**config.mk**
```make
export PLATFORM = sky130hd
export DESIGN_NAME = alu_req_sched
export DESIGN_NICKNAME = d
export VERILOG_FILES = /design/src/rtl/alu_req_sched.sv
export SDC_FILE = /design/constraint.sdc
export NUM_CORES = 1
export LEC_CHECK = 0
export CAP_MARGIN = 15
export CORE_UTILIZATION = 38
export DETAILED_ROUTE_END_ITERATION = 12
export HOLD_SLACK_MARGIN = 0.02
export PLACE_DENSITY_LB_ADDON = 0.1
export SKIP_LAST_GASP = 1
export SLEW_MARGIN = 10
export SYNTH_ARGS = -nofsm -noshare
export SYNTH_HDL_FRONTEND = slang
export SYNTH_SLANG_ARGS = --single-unit
```
**constraint.sdc**
```tcl
create_clock -name clk -period 3.77 [get_ports clk]
set_clock_uncertainty 0.1 [all_clocks]
set_input_delay 0.377 -clock clk [delete_from_list [all_inputs] [get_ports clk]]
set_output_delay 0.377 -clock clk [all_outputs]
set_load 0.05 [all_outputs]
```
**src/rtl/alu_req_sched.sv**
```systemverilog
// Two-requester round-robin scheduler that shares one combinational ALU and
// returns tagged results. Optional perf counters under `ALU_SCHED_PERF_EN.
module alu_req_sched #(
  parameter int DATA_W  = 8,
  parameter int SEL_W   = 4,
  parameter int MAX_SEL = 14
) (
  input  logic              clk,
  input  logic              rst,
  input  logic              req0_valid,
  output logic              req0_ready,
  input  logic [DATA_W-1:0] req0_x,
  input  logic [DATA_W-1:0] req0_y,
  input  logic [SEL_W-1:0]  req0_sel,
  input  logic              req1_valid,
  output logic              req1_ready,
  input  logic [DATA_W-1:0] req1_x,
  input  logic [DATA_W-1:0] req1_y,
  input  logic [SEL_W-1:0]  req1_sel,
  output logic              resp_valid,
  input  logic              resp_ready,
  output logic              resp_id,
  output logic [DATA_W-1:0] resp_out,
  output logic [3:0]        resp_flags,
  output logic              resp_err,
  output logic [DATA_W-1:0] alu_x,
  output logic [DATA_W-1:0] alu_y,
  output logic [SEL_W-1:0]  alu_sel,
  input  logic [DATA_W-1:0] alu_out,
  input  logic              alu_zero,
  input  logic              alu_carry,
  input  logic              alu_overflow,
  input  logic              alu_negative,
  output logic              busy
`ifdef ALU_SCHED_PERF_EN
  ,
  output logic [15:0]       perf_cnt0,
  output logic [15:0]       perf_cnt1,
  output logic [7:0]        perf_err_cnt
`endif
);

  // state | meaning
  // IDLE  | waiting for a request; grant and latch operands on accept
  // EXEC  | registered operands drive the ALU; capture result this edge
  // RESP  | response held until the consumer takes it
  typedef enum logic [1:0] {IDLE, EXEC, RESP} state_t;

  state_t              r_state;
  logic                r_ptr;
  logic                r_resp_valid;
  logic                r_resp_id;
  logic [DATA_W-1:0]   r_resp_out;
  logic [3:0]          r_resp_flags;
  logic                r_resp_err;
  logic [DATA_W-1:0]   r_alu_x;
  logic [DATA_W-1:0]   r_alu_y;
  logic [SEL_W-1:0]    r_alu_sel;

  logic                w_gnt_vld;
  logic                w_gnt_id;
  logic [DATA_W-1:0]   w_x;
  logic [DATA_W-1:0]   w_y;
  logic [SEL_W-1:0]    w_sel;
  logic                w_resp_fire;

  // r_ptr names the requester favoured when both are valid
  always_comb begin
    w_gnt_vld = req0_valid | req1_valid;
    w_gnt_id  = (req0_valid & req1_valid) ? r_ptr : req1_valid;
    w_x       = w_gnt_id ? req1_x   : req0_x;
    w_y       = w_gnt_id ? req1_y   : req0_y;
    w_sel     = w_gnt_id ? req1_sel : req0_sel;
  end

  assign req0_ready  = (r_state == IDLE) & w_gnt_vld & ~w_gnt_id;
  assign req1_ready  = (r_state == IDLE) & w_gnt_vld &  w_gnt_id;
  assign busy        = (r_state != IDLE);
  assign w_resp_fire = r_resp_valid & resp_ready;

  always_ff @(posedge clk) begin
    if (rst) begin
      r_state      <= IDLE;
      r_ptr        <= 1'b0;
      r_resp_valid <= 1'b0;
      r_resp_id    <= 1'b0;
      r_resp_out   <= '0;
      r_resp_flags <= '0;
      r_resp_err   <= 1'b0;
      r_alu_x      <= '0;
      r_alu_y      <= '0;
      r_alu_sel    <= '0;
    end else begin
      case (r_state)
        IDLE: begin
          if (w_gnt_vld) begin
            r_alu_x    <= w_x;
            r_alu_y    <= w_y;
            r_alu_sel  <= w_sel;
            r_resp_id  <= w_gnt_id;
            r_resp_err <= (w_sel > SEL_W'(MAX_SEL));
            r_ptr      <= ~w_gnt_id;
            r_state    <= EXEC;
          end
        end
        EXEC: begin
          r_resp_out   <= alu_out;
          r_resp_flags <= {alu_negative, alu_overflow, alu_carry, alu_zero};
          r_resp_valid <= 1'b1;
          r_state      <= RESP;
        end
        RESP: begin
          if (w_resp_fire) begin
            r_resp_valid <= 1'b0;
            r_state      <= IDLE;
          end
        end
        default: r_state <= IDLE;
      endcase
    end
  end

  assign resp_valid = r_resp_valid;
  assign resp_id    = r_resp_id;
  assign resp_out   = r_resp_out;
  assign resp_flags = r_resp_flags;
  assign resp_err   = r_resp_err;
  assign alu_x      = r_alu_x;
  assign alu_y      = r_alu_y;
  assign alu_sel    = r_alu_sel;

`ifdef ALU_SCHED_PERF_EN
  logic [15:0] r_perf_cnt0;
  logic [15:0] r_perf_cnt1;
  logic [7:0]  r_perf_err_cnt;

  // all counters saturate rather than wrap
  always_ff @(posedge clk) begin
    if (rst) begin
      r_perf_cnt0    <= '0;
      r_perf_cnt1    <= '0;
      r_perf_err_cnt <= '0;
    end else if (w_resp_fire) begin
      if (!r_resp_id && r_perf_cnt0 != 16'hFFFF) r_perf_cnt0 <= r_perf_cnt0 + 16'd1;
      if ( r_resp_id && r_perf_cnt1 != 16'hFFFF) r_perf_cnt1 <= r_perf_cnt1 + 16'd1;
      if (r_resp_err && r_perf_err_cnt != 8'hFF) r_perf_err_cnt <= r_perf_err_cnt + 8'd1;
    end
  end

  assign perf_cnt0    = r_perf_cnt0;
  assign perf_cnt1    = r_perf_cnt1;
  assign perf_err_cnt = r_perf_err_cnt;
`endif

endmodule

```
==> run summary, run 1 <==
Entering global routing, the biggest net connects 39 pins. VDD sags by at most slightly above 300 uV. The number of global-route vias before repair came out at between 1000 and 1500. The launching element type of the critical path is a primary input. During synthesis, Yosys emitted a total of 0 warnings. The hold-critical path depth is 2. Buffers inserted during clock tree synthesis total 5. The type of element capturing the critical path is an output pin. The maximum level of the CTS H-tree is 2.

The critical path capture point is req1_ready. The number of non-filler instances in the completed layout came out at roughly 300. The standard cell core area came out at about 3700 um2. The static leakage power came out at approximately 0.95 nW. The first-iteration detailed-routing DRC count is 112. The post-place setup slack came out at approximately 0.96 ns. The worst path in the final design needs a cycle of around 2.8 ns, including I/O delays and setup. The number of hold-repair buffers added at the cts stage is 0. The critical path is of the in2out type.

In the synthesized netlist, the number of instances is between 150 and 200. The final layout contains routed wiring with a total length of 3900 um. In this run the critical register-to-register path is launched from r_state[1]$_SDFFE_PP0P_. The die area is around 4100 um2. The clock latency on the worst-skew pair came out at approximately 0.28 ns.

The remaining global-route overflow is 0. For this configuration, the core starts out at a cell density of 39.9%. The placed instance count is 298. The global routing usage summed across all routing layers came out at between 10% and 20%. The number of sinks driven by the clock tree came out at 38.

Measured along the x axis, the die boundary spans 64.3 um. Setup violations remaining at the end of the flow were counted as 0. The delay of the slowest cell on the worst path is around 0.84 ns. The number of antenna diodes in the final layout is 0. Setup repair after global routing left no endpoint under its margin. The worst reg2reg path endpoint is alu_x[3]$_SDFFE_PP0P_.

The cell that appears most often on the critical path is clkdlybuf4s50_1. The required time of the critical path came out at around 3.3 ns. The number of nets in the layout is 314. The area fraction of the dominant cell type after synthesis came out at 51.7%. The number of maximum-capacitance violations is 0.

The fmax is 356 MHz. After layout, the worst path uses between 70% and 80% of the clock period. The number of gates given a new drive strength after cts is 0. The die height is between 60 and 70 um. After synthesis, the cell types taking the most area are dfxtp_1, a222oi_1, nand2_1, nor2_1, a21oi_1. The pre-antenna-repair detailed-routing pass consisted of 7 iterations. The final-layout setup total negative slack is 0 ns. The slowest library cell on the worst path is clkdlybuf4s50_1. The headroom to the max-slew limit is approximately 48%.

The total power is around 1.1 mW. In the routed layout, each cell is associated on average with a via count of 5.00. The top fanout value on the critical path came out at 18. The number of different library cells used by synthesis comes to 26. The number of cells on the critical path came out at 5. The detailed placement HPWL came out at 2690 um. After synthesis, the mean cell area works out to ~9.0 um2. The net count after synthesis came out at 220. The flop and latch count out of synthesis came out at 38. The worst path arrival time is 2.33 ns. The maximum buffer depth of the clock tree is 2. The start point of the critical path is req1_valid. The end-of-flow core utilization came out at between 60% and 70%.

The path class of the tightest hold or removal check is reg2reg. The final worst setup slack came out at between 0.9 and 1 ns. The global-route wire length before repair came out at around 6500 um.

The number of endpoints with negative hold slack in the final report is 0. The share of cells above drive strength 1 is under 10%. After clock tree synthesis, the clock-pin slew on the worst setup and hold paths is about 0.070 ns.

The number of buffers and inverters on the critical path is 4. The run finished with clean final reports. The DRC violation count after routing is 0. In this run the cell area of the synthesized design comes to 1470 um2. The count of vias placed by the detailed router is 1530.

Pin placement for this block handled between 90 and 100 I/O pins. The sequential area share after synthesis is around 52%. The measured slew at the worst slew-check pin is 0.779 ns. The layout overhead on the synthesized area is 71.5%. Counting cells, the worst reg-to-reg path comes to 6. The worst hold path begins at resp_out[6]$_SDFFE_PP0P_. The number of placement rows is 22.

The final weighted congestion of routability-driven global placement is roughly 0.78. TritonCTS built the clock tree. The final-report max-slew violation count is 0. The register-to-register path setup slack came out at 2.27 ns. The family of cells with the greatest summed delay on the critical path is buffers and inverters. The initial antenna violation count was 0. Traced cell by cell, the critical path runs through clkdlybuf4s50_1 > inv_1 > nor3_4 > buf_4 > clkdlybuf4s50_1. The cell sitting at the root of the clock tree is a clkbuf_8. The total of buffers placed on input and output ports is 94.

The number of fillers in the final layout is between 300 and 400. The total power density per cell area is approximately 450 nW/um2. The number of setup buffers added after CTS came out at 0.

The number of nets still failing antenna checks after routing came out at 0. The biggest area contributor in the post-synthesis netlist is dfxtp_1. The routed length per instance is about 13 um.
-- Yosys cell counts (all sizes together) --
master and number:
nand3b 1, dfxtp 38, nand3 2, inv 2, nor2 26, a21oi 18, clkbuf 6, and2b 1
a222oi 16, and4 2, nor3 3, buf 5, o21ai 1, and3 1, nand2b 1, o22ai 1
a211oi 4, nand2 29, or2b 1, nor2b 2, mux2i 3
-- cell type report --
| class | instances | area [um2] | area share (%) |
|---|---|---|---|
| repair buffers | 98 | 971 | 38.5 |
| flip-flops and latches | 38 | 761 | 30.1 |
| multi-input cells | 112 | 634 | 25.1 |
| clock buffers | 7 | 86.3 | 3.42 |
| well taps | 48 | 60.1 | 2.38 |
| inverters | 2 | 7.51 | 0.297 |
| clock inverters | 1 | 5.00 | 0.198 |
-- power breakdown --
group / switching, mW / leakage [nW] / internal (mW)
Clock: 0.131 / 0.0482 / 0.147
Sequential: 0.0214 / 0.312 / 0.439
Combinational: 0.230 / 0.586 / 0.160
Total: 0.382 / 0.946 / 0.747
-- state kept, by name, summed over array words and instances, names as in the netlist --
| name | count |
|---|---|
| alu_x | 8 |
| alu_y | 8 |
| resp_out | 8 |
| alu_sel | 4 |
| resp_flags | 4 |
| r_state | 2 |
| r_ptr | 1 |
| resp_err | 1 |
| resp_id | 1 |
| resp_valid | 1 |
-- worst reg2reg max path, stage by stage (launching register included) --
cell	delay (ns)
dfxtp_1	0.43
nor2_2	0.09
inv_2	0.09
nor3_4	0.04
buf_4	0.19
a222oi_1	0.36
nor2_1	0.07
-- through the flow --
stage / hold WS (ns) / instance area (um2)
2_1_floorplan: 0.387 / 1470
6_report: 0.355 / 2520
4_1_cts: 0.356 / 2520
5_1_grt: 0.377 / 2520
3_5_place_dp: 0.347 / 2430
3_3_place_gp: 0.341 / 2430
-- worst min path at each step --
stage	end
floorplan	r_ptr$_SDFFE_PP0P_
finish	resp_out[6]$_SDFFE_PP0P_
global route	resp_flags[0]$_SDFFE_PP0P_
detailed placement	resp_flags[1]$_SDFFE_PP0P_
global placement	resp_flags[0]$_SDFFE_PP0P_
CTS	resp_flags[1]$_SDFFE_PP0P_
-- metal layers --
metal	GRT usage [%]	vias to the layer above	routed length, um
met5	0	-	0
met4	6.67	0	36
met3	7.32	4	337
met2	33.9	59	1860
met1	22.8	690	1660
li1	-	777	-
-- logic make-up after synthesis --
kind of cell / after synthesis / synth area share (%)
mux: 3 / 2.04
flops: 38 / 51.7
simple gates: 69 / 21.2
buf+inv: 13 / 5.27
compound gates: 40 / 19.8
-- cells in the final DEF, fill, tap and decap left out, types with 2 or more instances in the layout --
cell and count:
a211oi_1 4, a21oi_1 18, a222oi_1 16, and4_2 2
buf_4 4, clkbuf_8 6, clkdlybuf4s50_1 94, dfxtp_1 38
mux2i_1 3, nand2_1 29, nand3_1 2, nor2_1 25
nor2b_1 2, nor3_1 2
(Power assumes the default switching activity.)
==> run 2, diff against run 1 <==
--- a/config.mk
+++ b/config.mk
@@ -6,7 +6,7 @@
 export NUM_CORES = 1
 export LEC_CHECK = 0
 export CAP_MARGIN = 15
-export CORE_UTILIZATION = 38
+export CORE_UTILIZATION = 36
 export DETAILED_ROUTE_END_ITERATION = 12
 export HOLD_SLACK_MARGIN = 0.02
 export PLACE_DENSITY_LB_ADDON = 0.1
==> constraint.sdc (replaced) <==
create_clock -name clk -period 2.83 [get_ports clk]
set_clock_uncertainty 0.1 [all_clocks]
set_input_delay 0.283 -clock clk [delete_from_list [all_inputs] [get_ports clk]]
set_output_delay 0.283 -clock clk [all_outputs]
set_load 0.05 [all_outputs]
==> run summary, run 2 (synthesis gave the netlist of run 1 again) <==
The routed layout has 1540 vias. In this run the tool buffered the top-level ports with 94 buffer cells. The number of endpoints with negative hold slack in the final report is 0. Dividing the detail-routed wire length by the instance count gives approximately 13 um.

The number of global-route vias before repair came to 1472. The detailed placement HPWL is ~2700 um. From bottom edge to top edge, the die measures around 66 um. At the pin with the least slew margin, the transition time is between 0.8 and 0.9 ns. The die outline width is approximately 66 um. The first-iteration detailed-routing DRC count came out at approximately 110. Traced cell by cell, the critical path runs through clkdlybuf4s50_1 > nand2_1 > and3_1 > buf_12.

The final cell area excluding filler cells is 2540 um2. Setup total negative slack on the finished layout was measured at 0 ns. The clock-pin slew on the worst setup and hold paths is roughly 0.070 ns. The final cycle utilization of the critical path is 76.7%. The final-report max-slew violation count came out at 0. The final worst setup slack is between 0.6 and 0.7 ns. The initial antenna violation count is 0. The critical setup path kind is in2out. The worst setup path is launched from a primary input. The number of setup buffers added after CTS is 0. The number of buffers and inverters on the critical path is 2. The initial standard-cell utilization of the core is approximately two fifths. Global routing finished with a remaining overflow of 0. The number of setup violations in the final report came out at 0.

The number of nets still failing antenna checks after routing is 0. Broken down by cell family, the worst path's largest delay share belongs to simple AND/OR/NAND/NOR gates. The total power density per cell area came out at around 590 nW/um2. Based on the critical path, the design can be clocked at up to approximately 460 MHz. Of all nets on the critical path, the largest fanout is 18. The global routing usage summed across all routing layers is 18.9%. The number of nets in the layout is between 300 and 400. The number of maximum-capacitance violations is 0.

The DRC violation count after routing came out at 0. The run finished with clean final reports. The number of antenna diodes is 0. The static leakage power came out at ~0.95 nW. Summing all placed instances gives a cell area of about 2400 um2. Timing analysis after detailed placement gives a worst setup slack of 0.658 ns. The maximum level of the CTS H-tree is 2. After floorplanning, the core was sized to cover between 3000 and 4000 um2. The clock passes through at most 2 buffers.

The share of cells above drive strength 1 came out at 6.61%. Hold repair after CTS inserted 0 buffers. The number of buffers created by CTS is 5.

The maximum number of pins on one net before global-route repair is 39. The final weighted congestion of routability-driven global placement came out at 0.742. The worst ir drop on vdd is ~350 uV.

Setup repair after global routing left no endpoint under its margin. The die covers 4350 um2. The slowest stage of the critical path belongs to the cell and3_1.

The first global-routing pass estimated 6380 um of wire. The number of gates given a new drive strength after cts is 0. STA classifies the critical path endpoint as an output pin. Overall power consumption after layout is estimated at between 1.5 and 2 mW. The floorplan has 22 rows.

The clock tree from TritonCTS is yes. Data arrives at the worst endpoint at 1.79 ns. Relative to the synthesized area, the layout overhead comes to 72.3%.

The clock latency on the worst-skew pair came out at between 0.2 and 0.3 ns. Leaving out fill and tap cells, the most frequent cell in the layout is clkdlybuf4s50_1. The post-detailed-routing wire length is 3880 um.

Clock tree synthesis selected as its root buffer the cell clkbuf_8. The via count normalized by instance count is approximately 5.0. The library cells used most frequently in the layout, excluding fill and tap cells, are clkdlybuf4s50_1, dfxtp_1, nand2_1.

The first detailed-routing pass ran for 5 iterations. The headroom to the max-slew limit came out at 46.1%. The delay of the slowest cell on the worst path came out at about 0.66 ns.

The total I/O pin count came out at 95. The tightest min-delay check is of the reg2reg type. The post-layout minimum cycle time is 2.17 ns. At the worst endpoint, the required time is roughly 2.5 ns. The number of sinks driven by the clock tree is 38.
## run 2: changes by cell type in the layout (fill, tap and decap cells not counted)
cell	before	now
buf_12	0	2
buf_4	4	3
clkdlybuf4s50_1	94	92
## run 2: final timing paths
check,slack (ns),endpoint,startpoint,cells after the start
max reg2reg,1.10,alu_y[5]$_SDFFE_PP0P_,r_state[0]$_SDFFE_PP0P_,4
min reg2reg,0.35,resp_out[2]$_SDFFE_PP0P_,resp_out[2]$_SDFFE_PP0P_,2
min,0.35,resp_out[2]$_SDFFE_PP0P_,resp_out[2]$_SDFFE_PP0P_,2
max,0.66,req0_ready,req1_valid,4
## run 2: report_power, final
group | internal (mW) | switching, mW | total (mW)
Clock | 0.196 | 0.174 | 0.370
Sequential | 0.585 | 0.0282 | 0.613
Combinational | 0.218 | 0.307 | 0.525
Total | 0.999 | 0.509 | 1.51
## run 2: worst register-to-register path, cell delays in order (launching register included)
cell and delay, ns:
dfxtp_1 0.34, nor2_2 0.20, and3_1 0.69, a222oi_1 0.20
nor2_1 0.14
## run 2: cell type report
type,instances,area (um2)
fill,328,1260
timing repair buffer,97,983
sequential,38,761
multi-input combinational,112,634
clock buffer,7,86.3
tap,48,60.1
inverter,2,7.51
clock inverter,1,5.00
## run 2: stage by stage
step	cells	utilization, %	hold WS (ns)
detailed placement	297	64.4	0.347
finish	305	66.8	0.353
global route	305	66.8	0.367
floorplan	163	-	0.319
global placement	297	64.4	0.342
CTS	305	66.8	0.357
## run 2: layer usage
layer | part of all wire (%) | wire length [um] | track usage (%) | vias up
met1 | 40 | 1570 | 20.7 | 702
li1 | - | - | - | 780
met3 | 9.5 | 368 | 7.59 | 2
met5 | 0 | 0 | 0 | -
met2 | 50 | 1930 | 33.5 | 56
met4 | 0.44 | 17 | 4.79 | 0
